[config.mk]
export PLATFORM = sky130hd
export DESIGN_NAME = fetch_queue_unit
export DESIGN_NICKNAME = d
export VERILOG_FILES = /design/src/rtl/fetch_queue_unit_pkg.sv /design/src/rtl/fetch_queue_unit_fifo.sv /design/src/rtl/fetch_queue_unit.sv
export SDC_FILE = /design/constraint.sdc
export NUM_CORES = 1
export LEC_CHECK = 0
export CAP_MARGIN = 20
export CORE_MARGIN = 3
export CORE_UTILIZATION = 52
export DETAILED_ROUTE_END_ITERATION = 8
export GPL_TIMING_DRIVEN = 0
export MAX_ROUTING_LAYER = met4
export PLACE_DENSITY = 0.86
export SYNTH_ARGS = -nofsm -noshare
export SYNTH_HDL_FRONTEND = slang
export SYNTH_HIERARCHICAL = 1
export SYNTH_SLANG_ARGS = --single-unit
[constraint.sdc]
create_clock -name clk -period 9.1 [get_ports clk]
set_input_delay 1.365 -clock clk [delete_from_list [all_inputs] [get_ports clk]]
set_output_delay 1.365 -clock clk [all_outputs]
set_load 0.05 [all_outputs]
[src/rtl/fetch_queue_unit_pkg.sv]
// Shared defaults and the fetch-entry layout used by the fetch queue
// and by anything that inspects its entries.
package fetch_queue_unit_pkg;

  localparam int FQ_ADDR_W  = 16;
  localparam int FQ_INSTR_W = 16;

  localparam logic [FQ_INSTR_W-1:0] FQ_NOP_INSTR = '0;

  typedef struct packed {
    logic [FQ_ADDR_W-1:0]  pc;
    logic [FQ_INSTR_W-1:0] instr;
  } fetch_entry_t;

endpackage

[src/rtl/fetch_queue_unit_fifo.sv]
// Small synchronous FIFO for fetched {pc, instr} entries. Clear has
// priority over push and pop; storage is not reset, only its bookkeeping.
module fetch_fifo #(
  parameter int DEPTH = 2,
  parameter int WIDTH = 32
) (
  input  logic                     clk,
  input  logic                     reset,
  input  logic                     clear,
  input  logic                     push,
  input  logic                     pop,
  input  logic [WIDTH-1:0]         wdata,
  output logic [WIDTH-1:0]         rdata,
  output logic                     full,
  output logic                     empty,
  output logic [$clog2(DEPTH):0]   count
);

  localparam int PTR_W = $clog2(DEPTH);
  localparam int CNT_W = PTR_W + 1;
  localparam logic [CNT_W-1:0] DEPTH_C = CNT_W'(DEPTH);

  logic [WIDTH-1:0] mem [DEPTH];
  logic [PTR_W-1:0] rd_ptr;
  logic [PTR_W-1:0] wr_ptr;

  always_ff @(posedge clk) begin
    if (reset || clear) begin
      rd_ptr <= '0;
      wr_ptr <= '0;
      count  <= '0;
    end else begin
      if (push) wr_ptr <= wr_ptr + 1'b1;
      if (pop)  rd_ptr <= rd_ptr + 1'b1;
      case ({push, pop})
        2'b10:   count <= count + 1'b1;
        2'b01:   count <= count - 1'b1;
        default: count <= count;
      endcase
    end
  end

  always_ff @(posedge clk) begin
    if (push && !clear && !reset) mem[wr_ptr] <= wdata;
  end

  assign rdata = mem[rd_ptr];
  assign full  = (count == DEPTH_C);
  assign empty = (count == '0);

  a_count_range: assert property (@(posedge clk) disable iff (reset) count <= DEPTH_C);
  a_no_push_full: assert property (@(posedge clk) disable iff (reset) (push && !clear) |-> !full);
  a_no_pop_empty: assert property (@(posedge clk) disable iff (reset) (pop && !clear) |-> !empty);

endmodule

[src/rtl/fetch_queue_unit.sv]
// Instruction fetch stage: owns the fetch PC, issues one memory request per
// cycle, buffers responses in a small FIFO and presents the head to decode.
module fetch_queue_unit
  import fetch_queue_unit_pkg::*;
#(
  parameter int                 ADDR_W    = FQ_ADDR_W,
  parameter int                 INSTR_W   = FQ_INSTR_W,
  parameter int                 DEPTH     = 2,
  parameter logic [ADDR_W-1:0]  RESET_PC  = '0,
  parameter logic [INSTR_W-1:0] NOP_INSTR = INSTR_W'(FQ_NOP_INSTR)
) (
  input  logic               clk,
  input  logic               reset,
  input  logic [ADDR_W-1:0]  target_bp,
  input  logic               target_en_bp,
  output logic [ADDR_W-1:0]  next_program_counter_if_to_bp,
  output logic [ADDR_W-1:0]  address_to_memory,
  output logic               mem_req,
  input  logic [INSTR_W-1:0] data_from_memory,
  input  logic               mem_ready,
  output logic               if_valid,
  input  logic               id_ready,
  output logic [INSTR_W-1:0] instruction_if,
  output logic [ADDR_W-1:0]  pc_if,
  output logic [ADDR_W-1:0]  next_program_counter_if
);

  localparam int CNT_W = $clog2(DEPTH) + 1;

  typedef struct packed {
    logic [ADDR_W-1:0]  pc;
    logic [INSTR_W-1:0] instr;
  } entry_t;

  logic [ADDR_W-1:0] fetch_pc;
  logic              accept;
  logic              pop;
  logic              fifo_full;
  logic              fifo_empty;
  logic [CNT_W-1:0]  fifo_count;
  entry_t            wr_entry;
  entry_t            head;

  // Request only when there is guaranteed room; a same-cycle pop is not
  // counted so that id_ready never reaches mem_req combinationally.
  assign mem_req = !reset && !fifo_full && !target_en_bp;
  assign accept  = mem_req && mem_ready;
  assign pop     = if_valid && id_ready && !target_en_bp;

  assign address_to_memory             = fetch_pc;
  assign next_program_counter_if_to_bp = fetch_pc + 1'b1;

  assign wr_entry.pc    = fetch_pc;
  assign wr_entry.instr = data_from_memory;

  always_ff @(posedge clk) begin
    if (reset)             fetch_pc <= RESET_PC;
    else if (target_en_bp) fetch_pc <= target_bp;
    else if (accept)       fetch_pc <= fetch_pc + 1'b1;
  end

  fetch_fifo #(
    .DEPTH (DEPTH),
    .WIDTH (ADDR_W + INSTR_W)
  ) u_fifo (
    .clk   (clk),
    .reset (reset),
    .clear (target_en_bp),
    .push  (accept),
    .pop   (pop),
    .wdata (wr_entry),
    .rdata (head),
    .full  (fifo_full),
    .empty (fifo_empty),
    .count (fifo_count)
  );

  // Head mux: only FIFO storage feeds decode, never the memory bus.
  always_comb begin
    if_valid                = !fifo_empty;
    instruction_if          = NOP_INSTR;
    pc_if                   = '0;
    next_program_counter_if = '0;
    if (!fifo_empty) begin
      instruction_if          = head.instr;
      pc_if                   = head.pc;
      next_program_counter_if = head.pc + 1'b1;
    end
  end

  a_valid_matches_count: assert property (@(posedge clk) disable iff (reset)
    if_valid == (fifo_count != '0));

endmodule

==> results of run 1 <==
==> worst max-delay path, delay by kind of cell <==
family	cells	cell delay (ns)
and+or+nand+nor	1	0.10
buffers and inverters	4	2.39
==> area by class of cell <==
| type | count | share of cell area |
|---|---|---|
| buffer | 18 | 0.01586 |
| inverter | 9 | 0.005788 |
| multi-input combinational | 253 | 0.3136 |
| timing repair buffer | 122 | 0.2075 |
| tap | 102 | 0.02186 |
| clock buffer | 11 | 0.02787 |
| sequential | 85 | 0.4013 |
| clock inverter | 5 | 0.006217 |
==> cells by family after synthesis <==
group | share of synthesized area
AND/OR/NAND/NOR | 0.2032
flip-flops | 0.5458
XOR/XNOR | 0.07755
multiplexers | 0.08921
AO/OA/AOI/OAI | 0.04606
buffers and inverters | 0.02945
adder cells (fa/ha/maj) | 0.008747
==> per-layer routing <==
layer	track usage	routed length (µm)	vias up
li1	-	-	1584
met1	0.3044	4741	1591
met2	0.3668	5046	153
met3	0.04470	676	14
met4	0.07991	170	0
met5	-	0	-
==> synth_stat cells, types with 2 or more instances <==
library cell   n  area (µm²)
a211oi_1       6       45.04
buf_4          4       30.03
ha_1           3       37.54
buf_1          3       11.26
nor2b_1       33       206.5
buf_2          2       10.01
nor2_1        35       131.4
clkbuf_1       8       30.03
and4_1         3       26.28
a21oi_1        3       15.01
a21o_1         2       15.01
inv_1          8       30.03
a31oi_1        3       18.77
and3_1         5       31.28
nor3_1        15       75.07
edfxtp_1      64        1922
nand3_1       14       70.07
nand2_1       19       71.32
nor4_1         4       25.02
xor2_1        14       122.6
nor4_2         3       37.54
nor3_2         2       20.02
dfxtp_1       21       420.4
nand4_1        4       25.02
o21ai_0        4       20.02
or3_1          4       25.02
a211oi_2       2       25.02
a311oi_1       4       35.03
xnor2_1       24       210.2
nor4_4         2       42.54
mux2_2        31       349.1
mux2_1         3       33.78
==> sequential cells by signal, summed over array words and instances, names as in the netlist, named ones only <==
register,cells
address_to_memory,16
u_fifo/wr_ptr,1
u_fifo/rd_ptr,1
u_fifo/mem,64
u_fifo/count,2
==> final timing paths <==
path	startpoint	end	slack (ns)	cells after the start
max	reset	mem_req	3.87	5
min	u_fifo/count[1]$_SDFFE_PP0P_	u_fifo/count[1]$_SDFFE_PP0P_	0.53	2
max reg2reg	u_fifo/count[0]$_SDFFE_PP0P_	u_fifo/mem[0][5]$_DFFE_PP_	6.00	8
min reg2reg	u_fifo/count[1]$_SDFFE_PP0P_	u_fifo/count[1]$_SDFFE_PP0P_	0.53	2
==> stage by stage <==
stage / area (µm²) / util
finish: 5837 / 0.7400
global route: 5837 / 0.7400
CTS: 5837 / 0.7400
detailed placement: 5638 / 0.7148
global placement: 5600 / 0.7100
floorplan: 4292 / -
==> power groups by stage <==
| stage | Sequential, mW | Clock [mW] | Combinational, mW |
|---|---|---|---|
| floorplan | 0.460 | 0 | 0.0638 |
| global placement | 0.445 | 0 | 0.133 |
| detailed placement | 0.446 | 0 | 0.134 |
| CTS | 0.437 | 0.268 | 0.136 |
| global route | 0.439 | 0.286 | 0.142 |
| finish | 0.437 | 0.263 | 0.135 |
==> run_results.csv, run 1 <==
group,metric,value,unit
yosys,async_flop_share,0,
clocking,path_clk_slew,0.10,ns
power_and_ir_drop,p_leak,1.930,nW
routing,wl,10640,µm
routing,antenna_left,0,
yosys,synth_edf_count,64,
critical_path,arrival,3.87,ns
yosys,synthFlopType,"edfxtp_1",
layout,mostFrequentLayoutCell,"clkdlybuf4s50_1",
floorplan,core_area,0.007888,mm²
placement,dp_hpwl,7641,µm
clocking,clock_latency,0.36,ns
routing,drt_pass1_iterations,4,
layout,layout.cells.most_common_list,"clkdlybuf4s50_1, edfxtp_1, nor2_1",
placement,post-place-ws,3.875,ns
clocking,cts_tree,"built",
placement,placed_cells,589,
worst_hold_path,hold_path.class,"reg2reg",
floorplan,die_area,0.009379,mm²
critical_path,slowest_stage,"clkdlybuf4s50_1",
sta,rsz0062_at_grt,"no",
sta,max_freq,0.1912,GHz
yosys,synth_area,0.004292,mm²
routing,drc_errors,0,
power_and_ir_drop,clkPwrFrac,0.315,
critical_path,crit_chain,"clkdlybuf4s50_1 > clkbuf_1 > clkbuf_1 > nor3_1 > clkdlybuf4s50_1",
power_and_ir_drop,powerDensity,143.2,mW/mm²
clocking,root_buffer,"clkbuf_8",
sta,final.setup.tns,0,ns
sta,max-slew-margin-rel,0.4698,
routing,post_drt_wl_per_cell,17.58,µm
sta,drv_slew,0,
yosys,postSynthCellCount,365,
clocking,post-cts-setup-buffer-count,0,
yosys,syn-mean-instance-area,11.76,µm²
placement,io_buffer_count,118,
layout,drive_above_1_share,0.1471,
sta,hold_violations,0,
sta,layout_min_cycle_time,5.230,ns
yosys,syn_nets,405,
sta,worst_slack,3.870,ns
sta,setup_viol,0,
routing,via_per_inst,5.524,
critical_path,max_stage_delay,0.72,ns
power_and_ir_drop,ir_worst_vdd,0.07646,mV
yosys,yosysSeqAreaShare,0.5458,
clocking,ctsHoldBuffers,0,
floorplan,start_util,0.5441,
routing,dr_total_vias,3342,
clocking,cts_buffers,9,
global_route,grt-ovfl-total,0,
clocking,clock-sinks,85,
global_route,grt_pass1_vias,3339,
power_and_ir_drop,power.net_switching,0.2341,mW
floorplan,die_x,96.85,µm
sta,fin_skew,0.02063,ns
layout,n_antenna_cell,0,
floorplan,rows,32,
power_and_ir_drop,finalPower,0.8357,mW
layout,n_fill_cell,531,
layout,ff_latch_area,0.002342,mm²
global_route,antenna_found_initial,0,
global_route,grt_pass1_wl,17210,µm
clocking,htreeDepth,3,
yosys,yosysWarnings,6,
power_and_ir_drop,switching_share,0.2802,
layout,stdcell_count,605,
global_route,grt_util_all_layers,0.2332,
run_status,status,"completed",
power_and_ir_drop,internal_power,0.6015,mW
yosys,synth_cell_types,45,
layout,multi_input_area,0.001831,mm²
power_and_ir_drop,pwr-share-seq,0.523,
sta,fin_crit_sh,0.5747,
clocking,clk_path_buf_depth,2,
critical_path,worst_setup_path_end_kind,"primary output",
routing,drt_iter0_drc,143,
yosys,ys_seq_elements,85,
floorplan,dieHeight,96.85,µm
sta,holdWs,0.5295,ns
critical_path,crit_type,"in2out",
global_route,grt_max_degree,33,
floorplan,ios,119,
critical_path,start_kind,"input pin",
power_and_ir_drop,power_frac_comb,0.162,
critical_path,required,7.74,ns
placement,place_congestion,0.9037,
clocking,cts_resized,0,
critical_path,cp_max_fo,10,
layout,synthToLayoutAreaGrowth,36.01,%
layout,final_nets,538,
job,maxCapViolCount,0,
sta,max_slew.worst_pin.slew,0.7954,ns
Power figures use the tool's default switching activity.
==> inputs of run 2 (changes only) <==
- CORE_UTILIZATION: 52 -> 44
- PLACE_DENSITY: 0.86 -> 0.77
- clock period: 9.1 -> 4.26 ns (I/O delays scaled with it)
==> run_results.csv, run 2 (synthesis gave the netlist of run 1 again) <==
group,metric,value,unit
run_status,status,"completed",
sta,rsz0062_at_grt,"no",
layout,largest_reg_flops,64,
clocking,cts_buffers,9,
layout,layout.cells.most_common_list,"clkdlybuf4s50_1, edfxtp_1, nor2_1",
layout,fin_area,0.005887,mm²
critical_path,start_kind,"flip-flop",
critical_path,arrival,3.28,ns
sta,max-slew-margin-rel,0.4726,
floorplan,core_area,0.009371,mm²
routing,drt_iter0_drc,115,
global_route,grt_max_degree,33,
layout,n_fill_cell,794,
job,maxCapViolCount,0,
routing,drc_errors,0,
placement,io_buffer_count,118,
sta,drv_slew,0,
clocking,path_clk_slew,0.09,ns
critical_path,crit_type,"reg2out",
floorplan,rows,35,
clocking,root_buffer,"clkbuf_8",
global_route,antenna_found_initial,0,
clocking,ctsHoldBuffers,0,
clocking,post-cts-setup-buffer-count,0,
clocking,cts_tree,"built",
global_route,grt_pass1_vias,3248,
layout,mostFrequentLayoutCell,"clkdlybuf4s50_1",
worst_hold_path,hold_path.class,"reg2reg",
sta,max_slew.worst_pin.slew,0.7912,ns
clocking,clk_path_buf_depth,2,
floorplan,dieHeight,104.8,µm
layout,final_nets,536,
routing,post_drt_wl_per_cell,16.28,µm
floorplan,start_util,0.4579,
critical_path,crit_chain,"clkbuf_1 > buf_4 > mux2_2 > ha_1 > nand2_1 > nor2_1 > and3_1 > mux2_2 > clkdlybuf4s50_1",
critical_path,slowest_stage,"clkdlybuf4s50_1",
sta,max_freq,0.2550,GHz
critical_path,cp_common_cell,"mux2_2",
power_and_ir_drop,ir_worst_vdd,0.1489,mV
global_route,grt_pass1_wl,16550,µm
clocking,cts_resized,0,
layout,largest-register,"u_fifo/mem",
critical_path,worst_setup_path_end_kind,"primary output",
routing,antenna_left,0,
critical_path,cp_max_fo,10,
layout,drive_above_1_share,0.1417,
sta,hold_violations,0,
routing,wl,10260,µm
critical_path,max_stage_delay,0.80,ns
placement,placed_area,0.005677,mm²
floorplan,die_x,104.8,µm
clocking,clock_latency,0.34,ns
layout,n_antenna_cell,0,
sta,layout_min_cycle_time,3.922,ns
layout,synthToLayoutAreaGrowth,37.17,%
critical_path,critPathTopFamily,"buffers and inverters",
global_route,grt_util_all_layers,0.1929,
placement,dp_hpwl,7606,µm
sta,setup_viol,0,
floorplan,ios,119,
power_and_ir_drop,powerDensity,307.2,mW/mm²
critical_path,critPathBufInv,3,
routing,drt_pass1_iterations,4,
placement,place_congestion,0.9066,
routing,dr_total_vias,3207,
sta,fin_skew,0.01326,ns
sta,fin_crit_sh,0.9206,
global_route,grt-ovfl-total,0,
clocking,clock-sinks,85,
power_and_ir_drop,p_leak,1.924,nW
floorplan,die_area,0.01097,mm²
critical_path,required,3.62,ns
power_and_ir_drop,finalPower,1.808,mW
clocking,htreeDepth,3,
routing,via_per_inst,5.090,
run 2: cell count changes in the layout (fill, tap and decap cells not counted), moves of 2 or more:
| cell | change |
|---|---|
| clkinv_4 | +2 |
| clkinv_2 | +2 |
| inv_6 | -2 |
| buf_4 | -4 |
| inv_4 | -3 |
run 2: path summary, 6_finish.rpt:
| kind | startpoint | to | slack (ns) | cells after the start |
|---|---|---|---|---|
| setup / recovery | flip-flop | next_program_counter_if[14] | 0.34 | 9 |
| hold / removal | address_to_memory[4]$_SDFFE_PP0P_ | u_fifo/mem[1][20]$_DFFE_PP_ | 0.53 | 0 |
| setup reg to reg | u_fifo/count[0]$_SDFFE_PP0P_ | u_fifo/mem[0][1]$_DFFE_PP_ | 1.46 | 7 |
| hold reg to reg | address_to_memory[4]$_SDFFE_PP0P_ | u_fifo/mem[1][20]$_DFFE_PP_ | 0.53 | 0 |
run 2: cell type report:
cell class | instances | area, µm² | share of cell area
Multi-Input combinational cell | 253 | 1839 | 0.3124
Timing Repair Buffer | 120 | 1207 | 0.2051
Buffer | 18 | 92.59 | 0.01573
Inverter | 9 | 33.78 | 0.005739
Clock inverter | 5 | 57.56 | 0.009777
Clock buffer | 11 | 152.6 | 0.02593
Tap cell | 129 | 161.4 | 0.02742
Sequential cell | 85 | 2342 | 0.3979
run 2: metal layers:
metal	GRT usage	wire, µm	vias up
li1	-	-	1582
met1	0.2585	4860	1492
met2	0.2988	4641	118
met3	0.03521	581	15
met4	0.06186	174	0
met5	-	0	-
run 2: per-stage QoR:
step / hold WS, ns / util / instances / worst slack [ns] / setup TNS, ns
after detailed placement: 0.4947 / 0.6057 / 614 / 0.4902 / 0
final: 0.5256 / 0.6282 / 630 / 0.3381 / 0
after CTS: 0.5199 / 0.6282 / 630 / 0.3049 / 0
after global routing: 0.5420 / 0.6282 / 630 / 0.2090 / 0
after global placement: 0.4797 / 0.6019 / 612 / -1.394 / -44.52
after floorplan: 0.4662 / - / 365 / 0.4919 / 0
run 2: report_power, final:
group / leakage, nW / internal (mW) / switching (mW) / total, mW
sequential: 0.755 / 0.906 / 0.0284 / 0.934
clock: 0.108 / 0.307 / 0.278 / 0.585
combinational: 1.06 / 0.111 / 0.178 / 0.289
total: 1.92 / 1.32 / 0.485 / 1.81
==> inputs of run 3 (changes only) <==
- SETUP_SLACK_MARGIN: default -> 0.02
==> results of run 3 <==
Final layout, timing and power as in run 2 (identical DEF).
